[src/rtl/fetch_pkg.sv]
// Shared definitions for the instruction fetch stage: state encodings,
// instruction width and the default reset PC.
package fetch_pkg;

  localparam int unsigned INSTR_W = 16;
  localparam int unsigned PERF_W  = 32;

  localparam logic [INSTR_W-1:0] DEFAULT_RESET_PC = 16'h0000;

  typedef enum logic {
    FETCH_FILL = 1'b0,
    FETCH_RUN  = 1'b1
  } fetch_state_t;

endpackage : fetch_pkg

[src/rtl/fetch_perf_counters.sv]
// Three wrapping 32-bit event counters for the fetch stage; reset clears,
// halt freezes. Only instantiated when FETCH_PERF_CNT_EN is defined.
module fetch_perf_counters
  import fetch_pkg::*;
(
  input  logic              clk,
  input  logic              reset,
  input  logic              halt,
  input  logic              inc_fetched,
  input  logic              inc_stalls,
  input  logic              inc_flushes,
  output logic [PERF_W-1:0] fetched,
  output logic [PERF_W-1:0] stalls,
  output logic [PERF_W-1:0] flushes
);

  always_ff @(posedge clk) begin
    if (reset) begin
      fetched <= '0;
      stalls  <= '0;
      flushes <= '0;
    end else if (!halt) begin
      if (inc_fetched) fetched <= fetched + 32'd1;
      if (inc_stalls)  stalls  <= stalls  + 32'd1;
      if (inc_flushes) flushes <= flushes + 32'd1;
    end
  end

endmodule : fetch_perf_counters

[src/rtl/fetch.sv]
// Instruction fetch stage: drives the instruction-memory address and tells
// decode which PC/bubble matches the returned word. Optional performance
// counters are enabled by defining FETCH_PERF_CNT_EN.
module fetch
  import fetch_pkg::*;
#(
  parameter logic [INSTR_W-1:0] RESET_PC = DEFAULT_RESET_PC
) (
  input  logic               clk,
  input  logic               reset,
  input  logic               halt,
  input  logic               stall,
  input  logic               flush,
  input  logic [INSTR_W-1:0] branch_tgt,
  output logic [INSTR_W-1:0] mem_addr,
  output logic [INSTR_W-1:0] pc_out,
  output logic               bubble_out,
  output logic [PERF_W-1:0]  perf_fetched,
  output logic [PERF_W-1:0]  perf_stalls,
  output logic [PERF_W-1:0]  perf_flushes
);

  fetch_state_t       state;
  logic [INSTR_W-1:0] fetch_pc;

  // Priority: reset > halt > flush > stall > advance.
  always_ff @(posedge clk) begin
    if (reset) begin
      fetch_pc   <= RESET_PC;
      pc_out     <= '0;
      bubble_out <= 1'b1;
      state      <= FETCH_FILL;
    end else if (!halt) begin
      if (flush) begin
        fetch_pc   <= branch_tgt;
        bubble_out <= 1'b1;
        state      <= FETCH_FILL;
      end else if (!stall) begin
        pc_out     <= fetch_pc;
        fetch_pc   <= fetch_pc + 16'd1;
        bubble_out <= 1'b0;
        state      <= FETCH_RUN;
      end
    end
  end

  assign mem_addr = fetch_pc;

  // bubble_out is kept as its own flop; it must always agree with the state.
  a_bubble_matches_state: assert property (
    @(posedge clk) disable iff (reset) bubble_out == (state == FETCH_FILL)
  );

`ifdef FETCH_PERF_CNT_EN
  logic adv_en;
  logic stall_en;
  logic flush_en;

  assign flush_en = flush;
  assign stall_en = stall && !flush;
  assign adv_en   = !stall && !flush;

  fetch_perf_counters u_perf (
    .clk         (clk),
    .reset       (reset),
    .halt        (halt),
    .inc_fetched (adv_en),
    .inc_stalls  (stall_en),
    .inc_flushes (flush_en),
    .fetched     (perf_fetched),
    .stalls      (perf_stalls),
    .flushes     (perf_flushes)
  );
`else
  assign perf_fetched = '0;
  assign perf_stalls  = '0;
  assign perf_flushes = '0;
`endif

endmodule : fetch

[config.mk]
export PLATFORM = sky130hd
export DESIGN_NAME = fetch
export DESIGN_NICKNAME = d
export VERILOG_FILES = /design/src/rtl/fetch_pkg.sv /design/src/rtl/fetch_perf_counters.sv /design/src/rtl/fetch.sv
export SDC_FILE = /design/constraint.sdc
export NUM_CORES = 1
export LEC_CHECK = 0
export CORE_UTILIZATION = 40
export DETAILED_ROUTE_END_ITERATION = 8
export PLACE_DENSITY = 0.87
export SLEW_MARGIN = 40
export SYNTH_ARGS = -nofsm -noshare
export SYNTH_HDL_FRONTEND = slang
export SYNTH_SLANG_ARGS = --single-unit
[constraint.sdc]
create_clock -name clk -period 3.5 [get_ports clk]
set_clock_uncertainty 0.15 [all_clocks]
set_input_delay 0.525 -clock clk [delete_from_list [all_inputs] [get_ports clk]]
set_output_delay 0.525 -clock clk [all_outputs]
set_load 0.005 [all_outputs]
; ---- Word-level counts from Yosys, hierarchy flattened
; Index checks and enable logic that the tools add are counted.
[word_totals]
in_bits = 21
out_inout_bits = 129
regBits = 33
[classes]
n_eq_ne = 1
bitwise = 3
muxes = 4
n_reduce_logical = 2
addsub = 1
[ops]
columns = cell, n
row1 = $mux 16, 2
row2 = $add 16x1->16 const B, 1
row3 = $not 1->1, 3
row4 = $reduce_and 3->1, 1
row5 = $mux 1, 2
row6 = $ne 2x1->1 const B, 1
row7 = $reduce_and 2->1, 1

; ---- Depth between registers and ports, before layout
; Gate-level depths: netlist of run 1.
[depth]
word_depth = 3
ltp_mapped = 6

; ---- Least setup slack after synthesis of run 1
; OpenSTA, ideal clock, no wires.
[synth_path]
path_kind = input -> register
start = input port flush
end = register fetch_pc[14], in the netlist mem_addr[14]
path_stages = 4
path_slack_ns = 1.644
setup_time_ns = 0.079
arrival_ns = 1.627
n_path_buf = 1
required_time_ns = 3.271
cell_sequence = or3_1 > buf_2 > or4_1 > o211ai_1
[synth_via]
elab_chain_cells = 2
word_cells_on_any_way = 3
classes_between = 1 x eq/ne / 1 x mux / 1 x reduce/logical
[synth_rtl]
columns = element, line
row1 = "start, declared", fetch.sv:13  ; input logic flush,
row2 = $ne 2x1->1 (no source line), -
row3 = $reduce_and 2->1 (no source line), -
row4 = "end signal, assigned", fetch.sv:35  ; fetch_pc <= branch_tgt;
row5 = "end signal, assigned", fetch.sv:40  ; fetch_pc <= fetch_pc + 16'd1;
row6 = "end, declared", fetch.sv:24  ; logic [INSTR_W-1:0] fetch_pc;
; Parallel ways exist; a longest one is shown, timed or not.
; A chain may end at the register's enable or synchronous reset.

; ---- Final worst setup path of run 1
[layout_path]
start = input port halt
end = register fetch_pc[14], in the netlist mem_addr[14]
[layout_via]
elab_chain_cells = 2
[layout_rtl]
columns = element, line
row1 = "start, declared", fetch.sv:11  ; input logic halt,
row2 = $not 1->1 (no source line), -
row3 = $reduce_and 2->1 (no source line), -
; Every way passes these cells.

==> reports/results.tsv, run 1 <==
metric	value	unit
status	completed	
viasPerCell	4.743	
startpoint_type	input pin	
slowest_delay	710	ps
final_core_util	47.70	%
critPathBufInv	2	
drtAntennaViolNets	0	
htreeDepth	2	
ff2ff_path_depth	5	
required	3550	ps
fmax	402.1	MHz
cts_tree	built	
first_global_vias	1634	
min_period	2487	ps
worst_setup_path_end_kind	flip-flop	
hold_viol	0	
antenna_cells	0	
hold-path-endpoint	pc_out[1]$_SDFFE_PP0P_	
antenna_found_initial	0	
cts_root_buffer	clkbuf_8	
relSlewSlack	44.71	%
crit_start	halt	
synth-adder-area-share	0.5288	%
whs_path_depth	2	
initial_core_util	42.19	%
synth_area_per_cell	7.657	um^2
worstHoldPathType	flip-flop to flip-flop	
synth-xor-area-share	0	%
setup_viol	0	
dpl_cell_area	0.002592	mm^2
fin_tns_setup	0	ps
async_flop_share	0	%
p_per_area	312.4	mW/mm^2
arrival	2540	ps
fill_cells	603	
yosys.area_share.simple	18.77	%
syn_area	0.002366	mm^2
portBuffers	53	
synth_ff_type	dfxtp_1	
grt_pass1_wl	8238	um
wl	5356	um
reg2reg_slack	1520	ps
place_congestion	0.8795	
worstReg2RegEnd	mem_addr[12]$_SDFFE_PP0P_	
grt_usage	17.08	%
die_w	78.91	um
path_class	input pin to flip-flop	
period_share	71.05	%
yosysUniqueCellTypes	43	
layout-drive-gt1-share	4.494	%
cp_top_family	simple AND/OR/NAND/NOR gates	
overflow	0	
seq_area_frac_synth	27.92	%
clkTransAtPathRegs	60	ps
vdd_drop_max	0.1379	mV
syn_to_final_growth	13.06	%
crit_chain	clkdlybuf4s50_1 > or3_1 > buf_4 > or4_1 > o211ai_1	
cts_max_path_buffers	2	
syn-instance-count	309	
synth_mux_area_share	1.269	%
num_rows	27	
yosys_warnings	0	
chipHeight	78.91	um
drv_cap	0	
vias	2030	
synth_top_family_by_area	buffers and inverters	
hpwlAfterDp	4033	um
total_leakage_power	0.001073	uW
synth-edff-count	0	
whs	304.2	ps
io_pins	150	
rsz0062_at_grt	no	
nNetsFinal	377	
ys_seq_elements	33	
postCtsSetupBuffers	0	
core_area	0.005608	mm^2
clock_latency	280	ps
r2r_start	mem_addr[0]$_SDFFE_PP0P_	
grt_max_degree	23	
cts_buffers	5	
hp-start	pc_out[1]$_SDFFE_PP0P_	
first_pass_iters	4	
first_iter_violations	169	
cts_hold_buf	0	
worstMarginPinSlew	826.7	ps
design_area	0.002675	mm^2
post-route-drc-count	0	
slowest_stage	clkdlybuf4s50_1	
worst-path-stages	5	
report.final.slew_viol_count	0	
cts_sinks	33	
cts_resized	0	
synth_compound_area_share	17.19	%
die-area	0.006227	mm^2
cp_max_fo	18	
wire_per_inst	12.51	um
==> how the worst max path moves through the flow <==
stage                                      endpoint  slack (ps)
after floorplan           mem_addr[14]$_SDFFE_PP0P_        1640
after global placement    mem_addr[14]$_SDFFE_PP0P_         760
after detailed placement  mem_addr[14]$_SDFFE_PP0P_         750
after CTS                 mem_addr[14]$_SDFFE_PP0P_        1040
after global routing      mem_addr[12]$_SDFFE_PP0P_         890
final                     mem_addr[14]$_SDFFE_PP0P_        1010
==> cells in the mapped netlist, types with 5 or more instances <==
master    number  area (um^2)
clkbuf_1      14        52.55
dfxtp_1       33        660.6
buf_4         96        720.7
nand2_1       44        165.2
nor2_1        12        45.04
nand4_1        7        43.79
a21oi_1       22        110.1
a22oi_1        5        37.54
a211oi_1       5        37.54
nand3_1        5        25.02
==> routing by layer <==
layer / GRT usage (%) / vias to the layer above / wire length [um]
met2: 28.26 / 122 / 2637
met5: 0 / - / 0
met3: 4.023 / 6 / 444
met4: 4.364 / 0 / 59
met1: 22.27 / 933 / 2214
li1: - / 969 / -
==> worst reg2reg max path, delay by kind of cell, from the launching register on <==
kind,cells,cell delay [ps]
flops,1,470
compound gates,1,160
simple gates,3,880
fa+ha+maj,1,240
==> metrics by stage <==
step / setup slack (ps) / std cells / power (uW)
final: 1013 / 428 / 835.7
after global routing: 886.6 / 428 / 885.0
after CTS: 1037 / 428 / 839.4
after detailed placement: 745.3 / 420 / 569.5
after global placement: 764.3 / 420 / 568.7
after floorplan: 1644 / 404 / 575.0
==> flip-flops by register name, indices dropped and copies added (netlist names) <==
signal	flops
bubble_out	1
pc_out	16
mem_addr	16
==> final cells by class <==
class | count | area, um^2 | area share [%]
clock inverter | 2 | 10.01 | 0.3742
inverter | 4 | 15.01 | 0.5613
tap | 72 | 90.09 | 3.368
clock buffer | 6 | 72.57 | 2.713
multi-input combinational | 253 | 1259 | 47.05
sequential | 33 | 660.6 | 24.70
timing repair buffer | 58 | 568.0 | 21.23
==> cell families (layout without fill, tap and decap cells) <==
logic type / count (synthesis) / in the layout
buffers and inverters: 118 / 70
multiplexers: 3 / 3
adder cells (fa/ha/maj): 1 / 1
flip-flops: 33 / 33
AND/OR/NAND/NOR: 92 / 92
AO/OA/AOI/OAI: 61 / 61
other: 1 / 96
==> layout by cell type (no fill, tap or decap), types with 3 or more instances in the layout <==
cell type        synthesis  final
a211oi_1                 5      5
a21oi_1                 22     22
a22oi_1                  5      5
and3_1                   4      4
and4_1                   3      3
buf_4                   96      5
clkbuf_8                 0      5
clkdlybuf4s50_1          0     53
conb_1                   1     96
dfxtp_1                 33     33
inv_1                    4      4
mux2i_1                  3      3
nand2_1                 44     44
nand3_1                  5      5
nand4_1                  7      7
nor2_1                  12     12
nor3_1                   4      3
o211ai_1                 4      4
o21ai_0                  3      3
o22ai_1                  4      4
o31ai_1                  4      4
==> report_power, final <==
part / switching, uW / internal (uW)
clock: 133 / 138
sequential: 24.5 / 390
combinational: 81.6 / 69.0
Power figures use the tool's default switching activity.
==> run 2, diff against run 1 <==
CORE_UTILIZATION = 37   (was 40)
PLACE_DENSITY = 0.81   (was 0.87)
clock period = 2.4 ns   (was 3.5 ns; I/O delays follow)
==> run 2 against run 1 <==
- clock-buffer cell count unchanged
- core utilization fell by 2.5 points
- global-route usage shrank 0.57 points
- total power increased by 48%
- via count increased by 3.3%
- clock power grew 49%
- sequential power increased by 46%
- die area up 7.9%
- register-to-register slack worse by 1100 ps
- hold slack barely moved
- worst setup slack got worse by 590 ps
- cell area is 2.4% higher
- critical path type is now flip-flop to flip-flop
==> reports/results.tsv, run 2 (synthesis gave the netlist of run 1 again) <==
metric	value	unit	change
critPathBufInv	0		was 2
period_share	82.46	%	
place_congestion	0.8549		was 0.8795
core_area	0.006061	mm^2	was 0.005608 mm^2
r2r_start	mem_addr[0]$_SDFFE_PP0P_		unchanged
chipHeight	81.97	um	was 78.91 um
layout_commonest_cell	conb_1		unchanged
final_core_util	45.19	%	was 47.70%
setup_viol	0		unchanged
cts_hold_buf	0		unchanged
first_iter_violations	86		was 169
arrival	2040	ps	was 2540 ps
worstHoldPathType	flip-flop to flip-flop		unchanged
cts_max_path_buffers	2		unchanged
total_leakage_power	0.001112	uW	was 0.001073 uW
clkTransAtPathRegs	70	ps	was 60 ps
min_period	1979	ps	
fmax	505.3	MHz	
cts_tree	built		unchanged
antenna_cells	0		unchanged
design_area	0.002739	mm^2	was 0.002675 mm^2
htreeDepth	2		unchanged
cts_sinks	33		unchanged
syn_to_final_growth	15.76	%	was 13.06%
cp_max_fo	8		was 18
vdd_drop_max	0.1708	mV	was 0.1379 mV
overflow	0		unchanged
postCtsSetupBuffers	0		unchanged
portBuffers	53		unchanged
viasPerCell	4.774		was 4.743
fill_cells	614		was 603
hp-start	pc_out[8]$_SDFFE_PP0P_		was pc_out[1]$_SDFFE_PP0P_
wl	5610	um	was 5356 um
dpl_cell_area	0.002656	mm^2	was 0.002592 mm^2
cts_resized	0		unchanged
num_rows	28		was 27
cp_top_family	simple AND/OR/NAND/NOR gates		unchanged
layout-drive-gt1-share	6.593	%	was 4.494%
die-area	0.006718	mm^2	was 0.006227 mm^2
mostFrequentLayoutCells	96 x conb_1, 53 x clkdlybuf4s50_1, 44 x nand2_1		unchanged
hold_viol	0		unchanged
io_pins	150		unchanged
slowest_delay	470	ps	was 710 ps
p_per_area	452.3	mW/mm^2	was 312.4 mW/mm^2
cts_root_buffer	clkbuf_8		unchanged
required	2460	ps	was 3550 ps
nNetsFinal	385		was 377
die_w	81.97	um	was 78.91 um
drv_cap	0		unchanged
worst_setup_path_end_kind	flip-flop		unchanged
crit_start	mem_addr[0]$_SDFFE_PP0P_		was halt
wire_per_inst	12.78	um	was 12.51 um
path_class	flip-flop to flip-flop		was input pin to flip-flop
slowest_stage	dfxtp_1		was clkdlybuf4s50_1
first_global_vias	1777		was 1634
grt_usage	16.50	%	was 17.08%
drtAntennaViolNets	0		unchanged
grt_pass1_wl	8452	um	was 8238 um
initial_core_util	39.04	%	was 42.19%
fin_tns_setup	0	ps	unchanged
antenna_found_initial	0		unchanged
first_pass_iters	4		unchanged
status	completed		unchanged
startpoint_type	flip-flop		was input pin
rsz0062_at_grt	no		unchanged
hpwlAfterDp	4336	um	was 4033 um
whs	304.0	ps	was 304.2 ps
post-route-drc-count	0		unchanged
crit_chain	ha_1 > and3_1 > nand2_1 > or4_1 > o211ai_1		was clkdlybuf4s50_1 > or3_1 > buf_4 > or4_1 > o211ai_1
grt_max_degree	18		was 23
report.final.slew_viol_count	0		unchanged
clock_latency	290	ps	was 280 ps
vias	2096		was 2030
cts_buffers	5		unchanged
run 2: cell types whose count changed in the layout (fill, tap and decap cells not counted):
cell / previous run / this run
buf_4: 5 / 13
run 2: area by class of cell:
class                   instances  area (um^2)  share of cell area, %
flip-flops and latches         33        660.6                  24.12
clock buffers                   6        72.57                  2.650
repair buffers                 66        628.1                  22.93
inverters                       4        15.01                 0.5482
multi-input cells             253         1259                  45.96
well taps                      75        93.84                  3.426
clock inverters                 2        10.01                 0.3655
run 2: through the flow:
step | setup slack [ps] | std cells | total power (uW)
2_1_floorplan | 581.5 | 404 | 838.5
3_5_place_dp | 210.3 | 431 | 843.0
4_1_cts | 423.4 | 439 | 1245
6_report | 421.1 | 439 | 1239
3_3_place_gp | 256.3 | 431 | 841.2
5_1_grt | 333.5 | 439 | 1305
run 2: worst register-to-register path, cell delays in order (launching register included):
cell      delay, ps
dfxtp_1         470
ha_1            240
and3_1          340
nand2_1         150
or4_1           410
o211ai_1        150
run 2: layer usage:
| metal | track usage, % | vias up | share of wire (%) |
|---|---|---|---|
| met4 | 7.193 | 0 | 1.7 |
| met1 | 19.64 | 977 | 41 |
| met5 | 0 | - | 0 |
| li1 | - | 988 | - |
| met2 | 27.60 | 120 | 49 |
| met3 | 4.444 | 11 | 7.6 |
run 2: worst paths after layout:
path                                     to  slack [ps]  depth (start not counted)
setup / recovery  mem_addr[14]$_SDFFE_PP0P_         420                          5
hold / removal       pc_out[8]$_SDFFE_PP0P_         300                          2
setup reg to reg  mem_addr[14]$_SDFFE_PP0P_         420                          5
hold reg to reg      pc_out[8]$_SDFFE_PP0P_         300                          2
run 2: where the power goes:
part	leakage, uW	switching (uW)	internal (uW)
registers	0.000269	35.3	569
logic	0.000798	122	109
clock network	0.0000450	203	201
total	0.00111	360	879
